### src/rtl/umem_ctrl.sv
// umem_ctrl: sequences MIR RD/WR levels into a REQ/ACK memory transaction,
// stalling the microsequencer until it completes or times out.
module umem_ctrl #(
    parameter int DATA_BUS_WIDTH    = 32,
    parameter int ADDR_BUS_WIDTH    = 32,
    parameter int TIMEOUT_CYCLES    = 15,
    parameter int TIMEOUT_BUS_WIDTH = 4
) (
    input  logic                      umem_ctrl_CLOCK_50,
    input  logic                      umem_ctrl_RESET_InHigh,
    input  logic                      umem_ctrl_RD_IN,
    input  logic                      umem_ctrl_WR_IN,
    input  logic [ADDR_BUS_WIDTH-1:0] umem_ctrl_ADDR_IN,
    input  logic [DATA_BUS_WIDTH-1:0] umem_ctrl_DATA_IN,
    output logic [DATA_BUS_WIDTH-1:0] umem_ctrl_DATA_OUT,
    output logic                      umem_ctrl_STALL_OUT,
    output logic                      umem_ctrl_ERR_OUT,
    output logic                      umem_ctrl_MEM_REQ_OUT,
    output logic                      umem_ctrl_MEM_WE_OUT,
    output logic [ADDR_BUS_WIDTH-1:0] umem_ctrl_MEM_ADDR_OUT,
    output logic [DATA_BUS_WIDTH-1:0] umem_ctrl_MEM_DATA_OUT,
    input  logic [DATA_BUS_WIDTH-1:0] umem_ctrl_MEM_DATA_IN,
    input  logic                      umem_ctrl_MEM_ACK_IN
);
    typedef enum logic [1:0] {S_IDLE, S_REQ, S_DONE, S_ERR} state_t;

    localparam logic [TIMEOUT_BUS_WIDTH-1:0] LIMIT = TIMEOUT_BUS_WIDTH'(TIMEOUT_CYCLES - 1);

    state_t                      r_state;
    state_t                      w_next;
    logic [TIMEOUT_BUS_WIDTH-1:0] r_cnt;
    logic [DATA_BUS_WIDTH-1:0]   r_dout;
    logic [ADDR_BUS_WIDTH-1:0]   r_addr;
    logic [DATA_BUS_WIDTH-1:0]   r_wdata;
    logic                        r_we;
    logic                        r_req;
    logic                        r_err;
    logic                        w_start;
    logic                        w_ack;

    assign w_start = (r_state == S_IDLE) && (umem_ctrl_RD_IN || umem_ctrl_WR_IN);
    assign w_ack   = (r_state == S_REQ) && umem_ctrl_MEM_ACK_IN;

    always_ff @(posedge umem_ctrl_CLOCK_50 or posedge umem_ctrl_RESET_InHigh) begin
        if (umem_ctrl_RESET_InHigh)
            r_state <= S_IDLE;
        else
            r_state <= w_next;
    end

    // ACK is tested before the limit so a last-cycle acknowledge completes normally
    always_comb begin
        w_next = r_state;
        case (r_state)
            S_IDLE:  w_next = w_start ? S_REQ : S_IDLE;
            S_REQ:   w_next = w_ack ? S_DONE : (r_cnt == LIMIT ? S_ERR : S_REQ);
            default: w_next = S_IDLE;
        endcase
    end

    always_ff @(posedge umem_ctrl_CLOCK_50 or posedge umem_ctrl_RESET_InHigh) begin
        if (umem_ctrl_RESET_InHigh) begin
            r_cnt   <= '0;
            r_dout  <= '0;
            r_addr  <= '0;
            r_wdata <= '0;
            r_we    <= 1'b0;
            r_req   <= 1'b0;
            r_err   <= 1'b0;
        end else begin
            if (w_start) begin
                r_addr  <= umem_ctrl_ADDR_IN;
                r_wdata <= umem_ctrl_DATA_IN;
                r_we    <= umem_ctrl_WR_IN;
            end
            r_cnt <= w_start ? '0 : (r_state == S_REQ ? r_cnt + 1'b1 : r_cnt);
            if (w_ack && !r_we)
                r_dout <= umem_ctrl_MEM_DATA_IN;
            r_req <= (w_next == S_REQ);
            r_err <= (w_next == S_ERR);
        end
    end

    assign umem_ctrl_STALL_OUT    = !umem_ctrl_RESET_InHigh && (w_start || r_state == S_REQ);
    assign umem_ctrl_DATA_OUT     = r_dout;
    assign umem_ctrl_ERR_OUT      = r_err;
    assign umem_ctrl_MEM_REQ_OUT  = r_req;
    assign umem_ctrl_MEM_WE_OUT   = r_we;
    assign umem_ctrl_MEM_ADDR_OUT = r_addr;
    assign umem_ctrl_MEM_DATA_OUT = r_wdata;
endmodule

### config.mk
export PLATFORM = sky130hd
export DESIGN_NAME = umem_ctrl
export DESIGN_NICKNAME = d
export VERILOG_FILES = /design/src/rtl/umem_ctrl.sv
export SDC_FILE = /design/constraint.sdc
export NUM_CORES = 1
export LEC_CHECK = 0
export ABC_AREA = 1
export BUFFER_PORTS_ARGS = -buffer_cell sky130_fd_sc_hd__clkbuf_2
export CAP_MARGIN = 20
export CORE_ASPECT_RATIO = 0.8
export CORE_MARGIN = 1
export CORE_UTILIZATION = 40
export DETAILED_ROUTE_END_ITERATION = 8
export GPL_ROUTABILITY_DRIVEN = 0
export GPL_TIMING_DRIVEN = 1
export HOLD_SLACK_MARGIN = 0.15
export PLACE_DENSITY_LB_ADDON = 0.05
export SKIP_LAST_GASP = 1
export SLEW_MARGIN = 0
export SYNTH_ARGS = -nofsm -noshare
export SYNTH_HDL_FRONTEND = slang
export SYNTH_SLANG_ARGS = --single-unit
### constraint.sdc
create_clock -name umem_ctrl_CLOCK_50 -period 3.7 [get_ports umem_ctrl_CLOCK_50]
set_input_delay 0.185 -clock umem_ctrl_CLOCK_50 [delete_from_list [all_inputs] [get_ports umem_ctrl_CLOCK_50]]
set_output_delay 0.185 -clock umem_ctrl_CLOCK_50 [all_outputs]
set_load 0.005 [all_outputs]
==> qor.yml, run 1 <==
run_status:
  outcome: "finished, final reports clean"
power_and_ir_drop:
  sw_frac_of_total_pct: 36.04
  power.internal_w: 0.003052
  p_comb_share_pct: 38.1
  sequentialPowerShare_pct: 42.0
  powerDensity_nw_per_um2: 721.8
  netSwitchingPower_w: 0.001720
  leakage_nw: 3.756
  power_frac_clock_pct: 19.9
  ir_worst_vdd_v: 0.0003406
  p_total_w: 0.004772
critical_path:
  crit_path_top_delay_cell: "buf_4"
  critPathMaxFanout: 74
  rr_startpoint: "r_state[1]$_DFF_PP0_"
  endpoint_kind: "output pin"
  crit_top_cell: "clkbuf_2"
  critical_path_required_ns: 3.51
  worstPathArrival_ns: 1.89
  cp_cell_sequence: "dlygate4sd3_1 -> clkbuf_2 -> inv_1 -> nand2_1 -> nand2_2 -> buf_4 -> a21oi_2 -> clkbuf_2"
  crit_type: "input pin to output pin"
  crit_family: "buffers and inverters"
  crit_start: "umem_ctrl_WR_IN"
  start_kind: "input pin"
  cp_num_buf_inv: 5
  crit_path_max_incr_delay_ns: 0.60
layout:
  nNetsFinal: 846
  drive_gt1_share_pct: 34.94
  syn_to_final_growth_pct: 55.05
  diodes: 0
detailed_routing:
  vias_per_cell: 4.298
  ant_nets: 0
  vias: 3812
  drt_first_pass_iters: 4
  avgRoutedWirePerCell_um: 12.03
  drtIter0Drc: 129
  post-route-drc-count: 0
  drt_wl_total_um: 10670
synthesis:
  synth_sequential_area_ratio_pct: 61.62
  yosysUniqueCellTypes: 18
  yosysWarnings: 0
  yosysTopAreaCell: "dfrtp_1"
  synthesis.area_um2: 4264
  synth_nets: 553
  yosysTopAreaCellShare_pct: 61.62
  netlist_instances: 450
  async_reset_ff_share_pct: 100.0
  postSynthAreaPerCell_um2: 9.476
  synth_edf_count: 0
  yosysMostFrequentCell: "nand2_1"
  synth_area_leaders: "dfrtp_1, nand2_1, o21ai_2, inv_1, buf_6"
  ys_ff_latch: 105
  synthFlopType: "dfrtp_1"
  synth_commonest_cells: "nand2_1, dfrtp_1, inv_1, o21ai_2, buf_6"
cts:
  postCtsSetupBuffers: 0
  ctsResizeCount: 0
  cts.htree.levels: 3
  cts.sink_count: 105
  clkLatencyLatePin_ns: 0.34
  clk_path_buf_depth: 2
  tritoncts.num_buffers: 9
  cts_hold_buffers: 98
  root_buffer: "clkbuf_16"
  cts_tree: "done"
  clk_pin_slew_ns: 0.06
sta:
  finClkSkew_ns: 0.006790
  tightest_slew_ns: 0.8542
  slew-limit-headroom_pct: 43.05
  finalCriticalPeriod_ns: 2.075
  min_period_over_period_pct: 56.09
  fmax_mhz: 481.9
  rsz0062_at_grt: "false"
  slew_viol_final: 0
  fin_setup_tns_ns: 0
  report.final.setup_viol: 0
  hold_viol: 0
floorplanning:
  row_count: 33
  die-area_um2: 11080
  start_util_pct: 41.31
  die_w_um: 117.4
  die_y_um: 94.35
  fp.coreArea_um2: 10320
  ios: 201
placed_design:
  io_buffers: 200
  post-dp-hpwl_um: 6465
global_route:
  grt_pass1_vias: 3699
  grt_pass1_wl_um: 17650
  antenna_found_initial: 0
  gr-total-overflow: 0
  grt_max_degree: 87
  grtUsageTotal_pct: 20.12
min_path:
  hp-class: "input pin to flip-flop"
  min-delay-start: "umem_ctrl_RD_IN"
flow_run:
  max_cap_violations: 0
## layout make-up
| type | count | area [um^2] |
|---|---|---|
| flip-flops and latches | 105 | 2628 |
| clock buffers | 10 | 239.0 |
| inverters | 40 | 152.6 |
| well taps | 140 | 175.2 |
| clock inverters | 5 | 56.30 |
| fillers | 853 | 3711 |
| multi-input cells | 284 | 1306 |
| repair buffers | 303 | 2054 |
## routing by layer
| layer | vias to the layer above | routed length [um] | track usage [%] |
|---|---|---|---|
| li1 | 1941 | - | - |
| met2 | 133 | 5026 | 33.38 |
| met4 | 0 | 119 | 6.277 |
| met3 | 11 | 713 | 6.039 |
| met5 | - | 0 | 0 |
| met1 | 1727 | 4808 | 25.52 |
## power by group through the flow
stage               clock network (W)  registers, W  logic (W)
global route                  0.00102       0.00208    0.00209
detailed placement                  0       0.00200    0.00175
floorplan                           0       0.00203    0.00101
global placement                    0       0.00199    0.00170
finish                       0.000949       0.00200    0.00182
CTS                          0.000988       0.00200    0.00182
## through the flow
| step | cell area (um^2) | instances | setup WS (ns) | utilization, % | hold WS [ns] |
|---|---|---|---|---|---|
| 2_1_floorplan | 4264 | 450 | 0.7545 | - | 0.2718 |
| 3_3_place_gp | 5278 | 771 | 1.892 | 51.13 | 0.3786 |
| 3_5_place_dp | 5278 | 771 | 1.843 | 51.13 | 0.3835 |
| 4_1_cts | 6554 | 884 | 1.617 | 63.49 | 0.1621 |
| 5_1_grt | 6611 | 887 | 1.491 | 64.05 | 0.2963 |
| 6_report | 6611 | 887 | 1.625 | 64.05 | 0.2934 |
## worst min-delay path: cells and delay by family
family,cells,cell delay [ns]
buffers and inverters,3,0.19
AND/OR/NAND/NOR,4,0.21
## placed cells by master (no fill, tap or decap), drive strengths merged
master and count:
inv 40, nand3 6, dlygate4sd3 99, clkinvlp 1, and2 1, o21ai 37, dfrtp 105, bufinv 1
nor2 3, ha 2, nand2 229, a21oi 4, xor2 1, nand3b 1, buf 4, clkinv 3
clkbuf 210
## registers in the layout (all words and copies together), names as in the netlist
signal                  cells
umem_ctrl_MEM_ADDR_OUT     32
umem_ctrl_DATA_OUT         32
r_cnt                       4
umem_ctrl_MEM_DATA_OUT     32
umem_ctrl_ERR_OUT           1
r_state                     2
umem_ctrl_MEM_WE_OUT        1
umem_ctrl_MEM_REQ_OUT       1
## path summary, 6_finish.rpt
kind / cells past startpoint / endpoint / slack, ns
setup / recovery: 8 / umem_ctrl_STALL_OUT / 1.62
hold / removal: 7 / umem_ctrl_MEM_ADDR_OUT[20]$_DFFE_PP0P_ / 0.29
setup reg to reg: 6 / umem_ctrl_DATA_OUT[2]$_DFFE_PP0P_ / 1.85
hold reg to reg: 2 / umem_ctrl_MEM_ADDR_OUT[14]$_DFFE_PP0P_ / 0.48
max in group asynchronous: 5 / umem_ctrl_MEM_DATA_OUT[11]$_DFFE_PP0P_ / 2.41
min in group asynchronous: 3 / umem_ctrl_MEM_WE_OUT$_DFFE_PP0P_ / 0.37
## cell families after synthesis
kind of cell / after synthesis / share of synthesized area (%)
AND/OR/NAND/NOR: 240 / 21.80
flip-flops: 105 / 61.62
buffers and inverters: 61 / 7.805
AO/OA/AOI/OAI: 41 / 7.981
adder cells (fa/ha/maj): 2 / 0.5868
XOR/XNOR: 1 / 0.2054
No activity file was read; power rests on OpenSTA's default activity.
==> inputs of run 2 (changes only) <==
==> constraint.sdc (replaced) <==
create_clock -name umem_ctrl_CLOCK_50 -period 2 [get_ports umem_ctrl_CLOCK_50]
set_input_delay 0.1 -clock umem_ctrl_CLOCK_50 [delete_from_list [all_inputs] [get_ports umem_ctrl_CLOCK_50]]
set_output_delay 0.1 -clock umem_ctrl_CLOCK_50 [all_outputs]
set_load 0.005 [all_outputs]
==> qor.yml, run 2 (synthesized netlist as in run 1, its figures left out) <==
critical_path:
  critical_path_required_ns: 1.90  # -1.61 ns
  crit_path_max_incr_delay_ns: 0.54  # -0.06 ns
  crit_path_top_delay_cell: "dlygate4sd3_1"
  reg2reg_setup_slack_ns: 0.42  # -1.43 ns
  rr_startpoint: "r_state[1]$_DFF_PP0_"
  critPathMaxFanout: 74  # unchanged
  crit_top_cell: "clkbuf_2"
  start_kind: "input pin"
  rr_worst_depth: 7  # +1
  endpoint_kind: "output pin"
  cp_cell_sequence: "dlygate4sd3_1 -> clkbuf_2 -> inv_1 -> nand2_1 -> nand2_2 -> buf_12 -> a21oi_2 -> clkbuf_2"
  worstPathArrival_ns: 1.49  # -0.40 ns
  crit_type: "input pin to output pin"
  r2r_end: "umem_ctrl_DATA_OUT[3]$_DFFE_PP0P_"
global_route:
  gr-total-overflow: 0  # unchanged
  use_met1_pct: 25.34  # -0.18 points
  grt_max_degree: 75  # -14%
  grt_most_used_layer: "met2"
  grtUsageTotal_pct: 20.30  # +0.18 points
  antenna_found_initial: 0  # unchanged
  grt_pass1_vias: 3786  # +2.4%
  grt_pass1_wl_um: 17680  # +0.15%
  use_met3_pct: 6.280  # +0.24 points
  met2_usage_pct: 33.58  # +0.20 points
cts:
  tritoncts.num_buffers: 9  # unchanged
  clk_path_buf_depth: 2  # unchanged
  cts.htree.levels: 3  # unchanged
  cts.sink_count: 105  # unchanged
  postCtsSetupBuffers: 0  # unchanged
  root_buffer: "clkbuf_16"
  clkLatencyLatePin_ns: 0.34  # about the same
  cts_tree: "done"
  clk_pin_slew_ns: 0.07  # about the same
sta:
  slew-limit-headroom_pct: 63.33  # +20 points
  hold_viol: 0  # unchanged
  finClkSkew_ns: 0.003306  # -0.003484 ns
  slew_viol_final: 0  # unchanged
  fin_setup_tns_ns: 0  # unchanged
  tightest_slew_ns: 0.5501  # -0.3042 ns
  rsz0062_at_grt: "false"
  report.final.setup_viol: 0  # unchanged
  min_period_over_period_pct: 79.55
  finalCriticalPeriod_ns: 1.591
  fmax_mhz: 628.5
power_and_ir_drop:
  power.internal_w: 0.005798  # +90%
  p_comb_share_pct: 38.4  # +0.3 points
  p_total_w: 0.008987  # +88%
  netSwitchingPower_w: 0.003189  # +85%
  sequentialPowerShare_pct: 41.2  # -0.8 points
  leakage_nw: 3.782  # +0.70%
  sw_frac_of_total_pct: 35.48  # -0.56 points
  power_frac_clock_pct: 20.4  # +0.5 points
  powerDensity_nw_per_um2: 1347  # +87%
  ir_worst_vdd_v: 0.0006769  # +99%
floorplanning:
  start_util_pct: 41.31  # unchanged
  row_count: 33  # unchanged
  die_y_um: 94.35  # unchanged
  die_w_um: 117.4  # unchanged
  die-area_um2: 11080  # unchanged
  fp.coreArea_um2: 10320  # unchanged
  ios: 201  # unchanged
layout:
  final_common_cell: "nand2_1"
  diodes: 0  # unchanged
  fillers: 882  # +3.4%
  layout_common_cells: "nand2_1, clkbuf_2, dfrtp_1, dlygate4sd3_1, inv_1"
  nNetsFinal: 848  # +0.24%
  syn_to_final_growth_pct: 56.51
  final_util_pct: 64.65  # +0.61 points
  drive_gt1_share_pct: 35.07  # +0.13 points
placed_design:
  io_buffers: 200  # unchanged
  post-dp-hpwl_um: 6808  # +5.3%
detailed_routing:
  drtIter0Drc: 211  # +64%
  drt_wl_total_um: 10840  # +1.6%
  drt_first_pass_iters: 4  # unchanged
  vias_per_cell: 4.294  # about the same
  post-route-drc-count: 0  # unchanged
  ant_nets: 0  # unchanged
  vias: 3822  # +0.26%
  avgRoutedWirePerCell_um: 12.18  # +1.3%
min_path:
  hold_depth: 7  # unchanged
  whs_endpoint: "umem_ctrl_MEM_DATA_OUT[0]$_DFFE_PP0P_"
  hp-class: "input pin to flip-flop"
  min-delay-start: "umem_ctrl_RD_IN"
flow_run:
  max_cap_violations: 0  # unchanged
run_status:
  outcome: "finished, final reports clean"
## run 2: repair_timing
item,CTS,global route
hold buffers,99,0
gates resized for setup,0,0
setup endpoints to repair,0,0
hold endpoints to repair,204,0
## run 2: worst max-delay path by stage
stage	startpoint	endpoint	slack (ns)
2_1_floorplan	umem_ctrl_RESET_InHigh	r_cnt[0]$_DFFE_PP0P_	0.64
3_3_place_gp	r_state[1]$_DFF_PP0_	umem_ctrl_DATA_OUT[19]$_DFFE_PP0P_	0.48
4_1_cts	r_state[0]$_DFF_PP0_	umem_ctrl_STALL_OUT	0.39
3_5_place_dp	r_state[1]$_DFF_PP0_	umem_ctrl_DATA_OUT[23]$_DFFE_PP0P_	0.43
5_1_grt	r_state[1]$_DFF_PP0_	umem_ctrl_DATA_OUT[23]$_DFFE_PP0P_	0.32
6_report	umem_ctrl_WR_IN	umem_ctrl_STALL_OUT	0.41
## run 2: power by group through the flow
stage / combinational (W) / sequential, W / clock, W
3_3_place_gp: 0.00327 / 0.00369 / 0
3_5_place_dp: 0.00333 / 0.00371 / 0
6_report: 0.00345 / 0.00370 / 0.00183
4_1_cts: 0.00349 / 0.00370 / 0.00191
2_1_floorplan: 0.00187 / 0.00376 / 0
5_1_grt: 0.00392 / 0.00383 / 0.00199
## run 2: critical path: cells and delay by family
kind	cells	cell delay, ns
buffers and inverters	5	1.13
AO/OA/AOI/OAI	1	0.08
AND/OR/NAND/NOR	2	0.15
## run 2: stage by stage
step	instances	hold WS, ns	cell area (um^2)	setup slack, ns
after floorplan	450	0.1868	4268	0.6405
after global placement	775	0.2462	5371	0.4792
after detailed placement	775	0.2470	5371	0.4256
after CTS	890	0.3531	6674	0.3903
after global routing	890	0.3867	6674	0.3179
final	890	0.3642	6674	0.4089
## run 2: routing by layer
metal	routed length [um]	share of wire, %
met5	0	0
met4	154	1.4
met3	711	6.6
met2	5163	48
met1	4811	44
## run 2: layout make-up
class                           instances  area, um^2  share of cell area (%)
Multi-Input combinational cell        284        1306                   19.57
Sequential cell                       105        2628                   39.37
Clock buffer                           10       229.0                   3.431
Clock inverter                          6       82.58                   1.237
Inverter                               40       153.9                   2.306
Tap cell                              140       175.2                   2.625
Timing Repair Buffer                  305        2100                   31.46
